==> src/rtl/frame_delay_timer_pkg.sv <==
// ISO/IEC 14443A shared constants and types used by the PICC digital front end.
package ISO14443A_pkg;

  // Frame delay times in carrier clocks, selected by the last PCD data bit.
  localparam int unsigned FDT_LAST_BIT_0 = 1172;
  localparam int unsigned FDT_LAST_BIT_1 = 1236;

  // Frame delay counter width; 1236 fits below 2048.
  localparam int unsigned FDT_CNT_W = 11;

  typedef logic [FDT_CNT_W-1:0] fdt_cnt_t;

  typedef enum logic [0:0] {
    FDT_IDLE     = 1'b0,
    FDT_COUNTING = 1'b1
  } fdt_state_t;

  // Compensated frame delay target for a given last bit and fixed latency.
  function automatic fdt_cnt_t fdt_target(input logic last_bit, input int unsigned adjust);
    int unsigned nominal;
    nominal = last_bit ? FDT_LAST_BIT_1 : FDT_LAST_BIT_0;
    return FDT_CNT_W'(nominal - adjust);
  endfunction

endpackage

==> src/rtl/frame_delay_timer_if.sv <==
// Connection between the pause_n synchroniser / rx decoder and the tx trigger.
interface frame_delay_timer_if;

  logic pause_n_synchronised;
  logic last_rx_bit;
  logic trigger;

  // Upstream side: drives pause and last bit, observes trigger.
  modport master (
    output pause_n_synchronised,
    output last_rx_bit,
    input  trigger
  );

  // Timer side.
  modport slave (
    input  pause_n_synchronised,
    input  last_rx_bit,
    output trigger
  );

endinterface

==> src/rtl/frame_delay_timer_rise_detect.sv <==
// Rising-edge detector for an already synchronised level; reusable by rx.
module rise_detect (
  input  logic clk,
  input  logic rst,
  input  logic i_sig,
  output logic o_rise_c
);

  logic r_prev;

  // Previous sample; resets high so a level held high out of reset is not a rise.
  always_ff @(posedge clk) begin
    if (rst) begin
      r_prev <= 1'b1;
    end else begin
      r_prev <= i_sig;
    end
  end

  assign o_rise_c = i_sig & ~r_prev;

endmodule

==> src/rtl/frame_delay_timer.sv <==
// Frame delay timer: counts carrier clocks from end-of-pause and pulses trigger
// so the tx modulation edge lands on the ISO/IEC 14443-3 frame delay time.
module frame_delay_timer
  import ISO14443A_pkg::*;
#(
  parameter int unsigned TIMING_ADJUST = 0
) (
  input  logic                clk,
  input  logic                rst,
  frame_delay_timer_if.slave  fdt_if
);

  // Compensation larger than the shorter FDT would make the target meaningless.
  if (TIMING_ADJUST >= FDT_LAST_BIT_0) begin : g_bad_adjust
    $error("frame_delay_timer: TIMING_ADJUST must be below FDT_LAST_BIT_0");
  end

  localparam fdt_cnt_t CNT_ONE = FDT_CNT_W'(1);
  localparam fdt_cnt_t CNT_MAX = {FDT_CNT_W{1'b1}};

  fdt_state_t r_state;
  fdt_state_t w_state_next;
  fdt_cnt_t   r_count;
  fdt_cnt_t   w_count_next;
  fdt_cnt_t   w_target;
  logic       r_trigger;
  logic       w_trigger_next;
  logic       w_rise;
  logic       w_pause;
  logic       w_reached;

  rise_detect u_rise_detect (
    .clk      (clk),
    .rst      (rst),
    .i_sig    (fdt_if.pause_n_synchronised),
    .o_rise_c (w_rise)
  );

  // Target follows last_rx_bit live: rx resolves the bit only after EOC.
  assign w_target  = fdt_target(fdt_if.last_rx_bit, TIMING_ADJUST);
  assign w_pause   = ~fdt_if.pause_n_synchronised;
  assign w_reached = (r_count >= w_target);

  // State register.
  always_ff @(posedge clk) begin
    if (rst) begin
      r_state <= FDT_IDLE;
    end else begin
      r_state <= w_state_next;
    end
  end

  // Next state: a rise restarts, a pause aborts, reaching the target finishes.
  always_comb begin
    w_state_next = r_state;
    case (r_state)
      FDT_IDLE: begin
        if (w_rise) begin
          w_state_next = FDT_COUNTING;
        end
      end
      FDT_COUNTING: begin
        if (w_rise) begin
          w_state_next = FDT_COUNTING;
        end else if (w_pause) begin
          w_state_next = FDT_IDLE;
        end else if (w_reached) begin
          w_state_next = FDT_IDLE;
        end
      end
      default: w_state_next = FDT_IDLE;
    endcase
  end

  // Counter and trigger next values; same priority as the state transitions.
  always_comb begin
    w_count_next   = r_count;
    w_trigger_next = 1'b0;
    case (r_state)
      FDT_IDLE: begin
        if (w_rise) begin
          w_count_next = CNT_ONE;
        end
      end
      FDT_COUNTING: begin
        if (w_rise) begin
          w_count_next = CNT_ONE;
        end else if (w_pause) begin
          w_count_next = r_count;
        end else if (w_reached) begin
          w_trigger_next = 1'b1;
        end else if (r_count != CNT_MAX) begin
          w_count_next = r_count + CNT_ONE;
        end
      end
      default: begin
        w_count_next   = '0;
        w_trigger_next = 1'b0;
      end
    endcase
  end

  // Counter and trigger registers.
  always_ff @(posedge clk) begin
    if (rst) begin
      r_count   <= '0;
      r_trigger <= 1'b0;
    end else begin
      r_count   <= w_count_next;
      r_trigger <= w_trigger_next;
    end
  end

  assign fdt_if.trigger = r_trigger;

endmodule

==> src/flat_wrapper.sv <==
// flat-port wrapper written by rule: the top's interface ports become plain ports
module frame_delay_timer_flat import ISO14443A_pkg::*;
#(
  parameter int unsigned TIMING_ADJUST = 0
)
  (clk, rst, fdt_if_pause_n_synchronised, fdt_if_last_rx_bit, fdt_if_trigger);
  frame_delay_timer_if fdt_if_i ();
  input  logic clk;
  input  logic rst;
  input wire logic [$bits(fdt_if_i.pause_n_synchronised)-1:0] fdt_if_pause_n_synchronised;
  input wire logic [$bits(fdt_if_i.last_rx_bit)-1:0] fdt_if_last_rx_bit;
  output wire logic [$bits(fdt_if_i.trigger)-1:0] fdt_if_trigger;
  assign fdt_if_i.pause_n_synchronised = fdt_if_pause_n_synchronised;
  assign fdt_if_i.last_rx_bit = fdt_if_last_rx_bit;
  assign fdt_if_trigger = fdt_if_i.trigger;
  frame_delay_timer #(.TIMING_ADJUST(TIMING_ADJUST)) u_core (.clk(clk), .rst(rst), .fdt_if(fdt_if_i));
endmodule
==> config.mk <==
export PLATFORM = sky130hd
export DESIGN_NAME = frame_delay_timer_flat
export DESIGN_NICKNAME = d
export VERILOG_FILES = /design/src/rtl/frame_delay_timer_pkg.sv /design/src/rtl/frame_delay_timer_if.sv /design/src/rtl/frame_delay_timer_rise_detect.sv /design/src/rtl/frame_delay_timer.sv /design/src/flat_wrapper.sv
export SDC_FILE = /design/constraint.sdc
export NUM_CORES = 1
export LEC_CHECK = 0
export CORE_MARGIN = 2
export CORE_UTILIZATION = 35
export CTS_CLUSTER_SIZE = 14
export DETAILED_ROUTE_END_ITERATION = 16
export GPL_TIMING_DRIVEN = 0
export HOLD_SLACK_MARGIN = 0.08
export PLACE_DENSITY = 0.62
export SKIP_LAST_GASP = 1
export SLEW_MARGIN = 10
export SYNTH_ARGS = -nofsm -noshare
export SYNTH_HDL_FRONTEND = slang
export SYNTH_HIERARCHICAL = 1
export SYNTH_SLANG_ARGS = --single-unit
export TNS_END_PERCENT = 10
==> constraint.sdc <==
create_clock -name clk -period 1.9 [get_ports clk]
set_input_delay 0.57 -clock clk [delete_from_list [all_inputs] [get_ports clk]]
set_output_delay 0.57 -clock clk [all_outputs]
set_load 0.01 [all_outputs]
=== After elaboration in Yosys (flattened, before gate mapping) ===
Index checks and enable logic that the tools add are counted.

* Flip-flop bits (word level): 14
* Output and inout bits: 1
* Input bits: 4

* $lt $le $gt $ge: 1
* $add $sub $neg: 1
* Bitwise gates (word level): 4
* Mux-type cells: 13
* Reduce and logical (&&, ||, !) cells: 2
* Eq/ne operators: 5

{| class="wikitable"
|+ Operators with widths
! cell !! count
|-
| 2-to-1 mux 11 bit || 5
|-
| one-hot mux 11 bit (2 select lines) || 1
|-
| adder 11 x 1 -> 11 bit, second input constant || 1
|-
| >= comparator 11 bit || 1
|-
| != test 11 bit, second input constant || 1
|-
| != test 3 bit, second input constant || 3
|-
| 2-to-1 mux 7 bit || 1
|-
| 2-to-1 mux 1 bit || 5
|-
| AND reduction 4 bit || 1
|-
| OR reduction 4 bit || 1
|-
| NOT 1 bit || 3
|-
| != test 2 bit, second input constant || 1
|-
| one-hot mux 1 bit (2 select lines) || 1
|-
| AND 1 bit || 1
|}

=== Longest topological paths before layout ===
* Depth in word-level cells: 6
* Gate-level depth with buffers: 7
* Depth with buffers taken out: 6

=== Hierarchy ===
Netlist, hierarchy kept.

{| class="wikitable"
|+ By module, submodules not included
! module !! cells each !! instances !! sequential area each (um^2) !! area each (um^2)
|-
| frame_delay_timer || 88 || 1 || 260.2 || 708.2
|-
| rise_detect || 3 || 1 || 20.0 || 32.5
|}

=== Worst setup path after synthesis ===
No wires, ideal clock.

* Path type: input -> register
* Start: input fdt_if_last_rx_bit
* End: register u_core.r_count[2]
* Setup time: 0.070 ns
* Arrival: 1.925 ns
* Stages on the path: 7
* Setup slack: -0.095 ns
* Data required time: 1.830 ns
* Path through: inv_1 -> ha_1 -> a21oi_1 -> a21oi_1 -> clkbuf_1 -> or4_1 -> a21oi_1

* Word-level cells in the longest chain between the ends: 4

{| class="wikitable"
|+ Ends and longest elaborated chain
! element !! RTL line !! text
|-
| start: declaration || flat_wrapper.sv:11 || <nowiki>input wire logic [$bits(fdt_if_i.last_rx_bit)-1:0] fdt_if_last_rx_bit;</nowiki>
|-
| 2-to-1 mux 7 bit || frame_delay_timer_pkg.sv:21 || <nowiki>nominal = last_bit ? FDT_LAST_BIT_1 : FDT_LAST_BIT_0;</nowiki>
|-
| >= comparator 11 bit || frame_delay_timer.sv:42 || <nowiki>assign w_reached = (r_count >= w_target);</nowiki>
|-
| != test 3 bit (no line) || n/a ||
|-
| AND reduction 4 bit (no line) || n/a ||
|-
| end signal: assignment || frame_delay_timer.sv:109 || <nowiki>r_count <= w_count_next;</nowiki>
|-
| end: declaration || frame_delay_timer.sv:23 || <nowiki>fdt_cnt_t r_count;</nowiki>
|}

No other way between the ends.
A chain may end at the register's enable or synchronous reset.

==> results.json <==
{
  "status": "finished, final reports clean",
  "hold_viol_final": 0,
  "n_fill_cell": 210,
  "drtAntennaViolNets": 0,
  "io_buffers": 4,
  "tritoncts": "yes",
  "dr.first_iter.drc_count": 10,
  "hold_class": "reg2reg",
  "grt_pass1_wl_um": 2880,
  "share_comb_of_total_power": 0.057,
  "num_io_pins": 5,
  "setup_ws_ns": 0.0350,
  "finalNetCount": 112,
  "cp_max_fo": 9,
  "syn_nets": 98,
  "p_sw_mw": 0.122,
  "gp_congestion": 0.788,
  "rsz0062_at_grt": "yes",
  "htree_levels": 1,
  "clk_path_buf_depth": 2,
  "routed_via_density": 5.40,
  "path_class": "in2reg",
  "p_int_mw": 0.427,
  "clock-sinks": 14,
  "worstPathRequired_ns": 2.10,
  "seqPwrFrac": 0.546,
  "pwr-share-clk": 0.397,
  "p_sw_frac": 0.222,
  "synth-edff-count": 0,
  "syn_inst": 91,
  "num_vias": 708,
  "worst_pin_slew_ns": 0.482,
  "coreArea_sq_um": 1980,
  "wl_per_cell_um": 12.9,
  "grt_max_degree": 10,
  "yosys-top-cells-count": "dfxtp_1, a21oi_1, inv_1, nand3_1, nand2_1",
  "drtPass1Iterations": 4,
  "clkTransAtPathRegs_ns": 0.08,
  "cpPeakStageDelay_ns": 0.46,
  "yosysSeqAreaShare": 0.378,
  "synth_top_area_cell": "dfxtp_1",
  "insertion_delay_ns": 0.28,
  "synthFlopType": "dfxtp_1",
  "die-area_sq_um": 2500,
  "cp-start-kind": "input port",
  "initial_utilization": 0.374,
  "ys_warn_count": 6,
  "async_flop_share": 0,
  "gr-total-overflow": 0,
  "cp.arrival_ns": 2.06,
  "slowest_stage": "clkdlybuf4s50_1",
  "ys_types": 33,
  "antenna_found_initial": 0,
  "max_freq_mhz": 536,
  "clock_skew_ns": 0.00545,
  "ir_worst_vdd_v": 0.000421,
  "critPathCaptureType": "register",
  "cts_buffers": 3,
  "pre_cts_slack_ns": -0.577,
  "synth_area_leaders": "dfxtp_1, a21oi_1, ha_1",
  "dieHeight_um": 50.0,
  "synth_seq_cells": 14,
  "avgSynthCellArea_sq_um": 8.14,
  "slew-limit-headroom": 0.676,
  "track_usage": 0.154,
  "fin_crit_sh": 0.982,
  "max_cap_violations": 0,
  "synth_area_sq_um": 741,
  "finalSetupViolations": 0,
  "rows": 16,
  "min_period_ns": 1.87,
  "synth_top_area_share": 0.378,
  "synth.most_common_cell": "dfxtp_1",
  "drc": 0,
  "fin_cells": 131,
  "leakage_nw": 0.301,
  "power_density_nw_per_um2": 572,
  "areaGrowthSynthToFinish_pct": 29.4,
  "report.final.slew_viol_count": 0,
  "die_w_um": 50.0,
  "timing.critical_path.cells": "clkdlybuf4s50_1 -> or2_2 -> or3_2 -> o31ai_1",
  "drt_wl_total_um": 1700,
  "grt_pass1_vias": 665,
  "clockRootBuffer": "clkbuf_4",
  "dp_hpwl_um": 1120,
  "layout-drive-gt1-share": 0.250,
  "dp.cells": 122,
  "diodes": 0
}
==> stage by stage <==
step | cell area [sq um] | util | total power [mW] | setup TNS [ns] | hold slack (ns)
finish | 958 | 0.484 | 0.548 | 0 | 0.532
global route | 958 | 0.484 | 0.579 | -0.0285 | 0.577
CTS | 923 | 0.466 | 0.560 | -0.466 | 0.526
detailed placement | 822 | 0.415 | 0.334 | -5.19 | 0.517
global placement | 822 | 0.415 | 0.333 | -4.95 | 0.506
floorplan | 748 | - | 0.321 | 0 | 0.473
==> timing repair <==
item                                    in CTS  in global routing
endpoints found under the setup margin       9                 12
hold buffers                                 0                  0
setup buffers                                7                  0
gates resized for setup                      5                 10
pin swaps                                    3                  4
==> cells in the final DEF (no fill, tap or decap), types with 3 or more instances in the layout <==
master    Yosys  routed
dfxtp_1      14      14
nor2_1        5       5
nand2_1       6       5
clkbuf_4      0       3
a21oi_1      10       6
inv_1         7       6
nand3_1       7       7
o31ai_1       5       3
o211ai_1      3       3
or4_1         4       3
buf_4         0       7
a21oi_2       0       3
==> per-layer routing <==
layer,wire length [um],vias up,track usage
li1,-,364,-
met1,835,337,0.191
met2,797,7,0.248
met3,63,0,0.0636
met4,0,0,0.0278
met5,0,-,0
==> path summary, 6_finish.rpt <==
| check | cells past startpoint | endpoint | from | slack, ns |
|---|---|---|---|---|
| setup / recovery | 4 | u_core/r_count[8]$_SDFFE_PP0P_ | rst | 0.03 |
| setup reg to reg | 4 | u_core/r_count[9]$_SDFFE_PP0P_ | u_core/r_count[8]$_SDFFE_PP0P_ | 0.06 |
| hold reg to reg | 2 | u_core/r_count[9]$_SDFFE_PP0P_ | u_core/r_count[9]$_SDFFE_PP0P_ | 0.53 |
| hold / removal | 2 | u_core/r_count[9]$_SDFFE_PP0P_ | u_core/r_count[9]$_SDFFE_PP0P_ | 0.53 |
==> worst max-delay path, delay by kind of cell <==
family / cells / cell delay, ns
AND/OR/NAND/NOR: 2 / 0.85
AO/OA/AOI/OAI: 1 / 0.19
buffers and inverters: 1 / 0.46
==> kinds of logic (layout without fill, tap and decap cells) <==
logic type,after synthesis,after routing,synth area share
simple gates,37,37,0.282
compound gates,26,26,0.223
flops,14,14,0.378
buf+inv,10,23,0.0524
fa+ha+maj,3,3,0.0507
mux,1,1,0.0135
==> state kept, by name, indices dropped and copies added (netlist names) <==
| signal | count |
|---|---|
| u_core/r_count | 11 |
| u_core/fdt_if.trigger | 1 |
| u_core/r_state | 1 |
| u_core/u_rise_detect/r_prev | 1 |
==> final cells by class <==
type	count	area, sq um	share of cell area
Sequential cell	14	280	0.292
Clock buffer	4	36.3	0.0379
Inverter	7	26.3	0.0274
Buffer	1	11.3	0.0117
Tap cell	27	33.8	0.0352
Timing Repair Buffer	11	93.8	0.0979
Multi-Input combinational cell	67	477	0.497
==> power by group through the flow <==
stage	clock, mW	sequential [mW]	combinational (mW)
floorplan	0	0.305	0.0155
global placement	0	0.306	0.0271
detailed placement	0	0.306	0.0273
CTS	0.231	0.300	0.0302
global route	0.244	0.301	0.0347
finish	0.218	0.299	0.0311
(Power assumes the default switching activity.)
==> edit, RTL diff (same flow settings) <==
Set the package constant `FDT_CNT_W` to 15 (it was 11).
--- a/src/rtl/frame_delay_timer_pkg.sv
+++ b/src/rtl/frame_delay_timer_pkg.sv
@@ -6,7 +6,7 @@
   localparam int unsigned FDT_LAST_BIT_1 = 1236;
 
   // Frame delay counter width; 1236 fits below 2048.
-  localparam int unsigned FDT_CNT_W = 11;
+  localparam int unsigned FDT_CNT_W = 15;
 
   typedef logic [FDT_CNT_W-1:0] fdt_cnt_t;
 
Function: no difference found for any inputs over 10 cycles, from zero or initial values and one cycle with rst high; that may be too few to reach the edited logic, so the function may still have changed.
==> edit against the unedited design <==
  * The flow now finishes with violations (setup timing)
  * Sequential cell count increased by 4
  * Area after synthesis increased by 22%
  * Design area increased by 11%
  * Setup slack got worse by 66 ps
  * Routed wire length increased by 16%
  * Critical path depth increased by 3
  * Count of clock-buffer cells in the layout decreased by 1
  * Total power increased by 12%
  * Critical path type unchanged
==> edit: results (changes against the unedited design) <==
status complete, but fails checks; failing checks setup timing; Mean Syn Cell Area 8.969 um2 (+10%); Worst-path clk slew 110 ps (+30 ps); max reg flops 15 (+4); Inverters 5 (-2); sequential cell area share 34.00% (+4.8 points); synthesized net count 108 (+10%); worst vdd ir 0.0005620 V (+33%); # clk buffers 3 (-1); Routed Wire Length 1974 um (+16%); multi-input gate count 77 (+15%); leak pwr 0.3470 nW (+15%); DR vias/cell 5.893 (+9.0%); # placed instances 135 (+11%); first element of the critical path fdt_if_last_rx_bit; grt met3 use 5.191% (-1.2 points); Final WS setup -30.64 ps (-65.63 ps); pwr dens 578.9 nW/um2 (+1.2%); Compound-Gate Fraction of Synth Area 25.28% (+3.0 points); Commonest cells post-synth 18 x dfxtp_1, 13 x a31oi_1, 7 x nand2_1, 7 x o21ai_0, 6 x nor2_1; vias in the first global route 688 (+3.5%); DRT iter0 DRCs 29 (+19); worst-margin pin slew 496.4 ps (+14.54 ps); hold path start u_core/r_count[12]$_SDFFE_PP0P_; switching part of the total 23.11% (+0.93 points); wire per inst 14.10 um (+8.9%); multiplexer area fraction after synthesis 0% (-1.4 points); sequential power 384 uW (+28%); CP Max Fanout 7 (-2); first-pass GRT wire length 3146 um (+9.1%); Placement Cell Area 983.4 um2 (+20%); worst path arrival time 2160 ps (+100 ps); met1 usage 19.83% (+0.69 points); WL met3 98 um (+56%); clock share of power 31.2% (-8.5 points); Core ar. 2455 um2 (+24%); met1 wire length 876 um (+4.9%); number of signal-net buffers in the layout 7 (-5); largest net degree at the start of global routing 11 (+1); endpoints failing setup 8 (+8)
[edit: cell count changes after synthesis, sizes merged, moves of 4 or more]
| cell | change |
|---|---|
| nand3 | -4 |
| a21oi | -5 |
| and3 | +5 |
| or4 | -4 |
| dfxtp | +4 |
| a31oi | +12 |
| o21ai | +6 |
| o31ai | -4 |
[edit: final timing paths]
check | cells past startpoint | endpoint | slack [ps]
max | 7 | u_core/r_count[7]$_SDFFE_PP0P_ | -30
min | 1 | u_core/r_count[12]$_SDFFE_PP0P_ | 480
max reg2reg | 5 | u_core/r_count[7]$_SDFFE_PP0P_ | 160
min reg2reg | 1 | u_core/r_count[12]$_SDFFE_PP0P_ | 480
[edit: timing repair]
| item | 4_1_cts | 5_1_grt |
|---|---|---|
| endpoints found under the hold margin | 0 | 0 |
| endpoints found under the setup margin | 15 | 15 |
| gates cloned | 0 | 0 |
| pin swaps | 1 | 0 |
| buffers inserted | 2 | 0 |
| resized for setup | 9 | 2 |
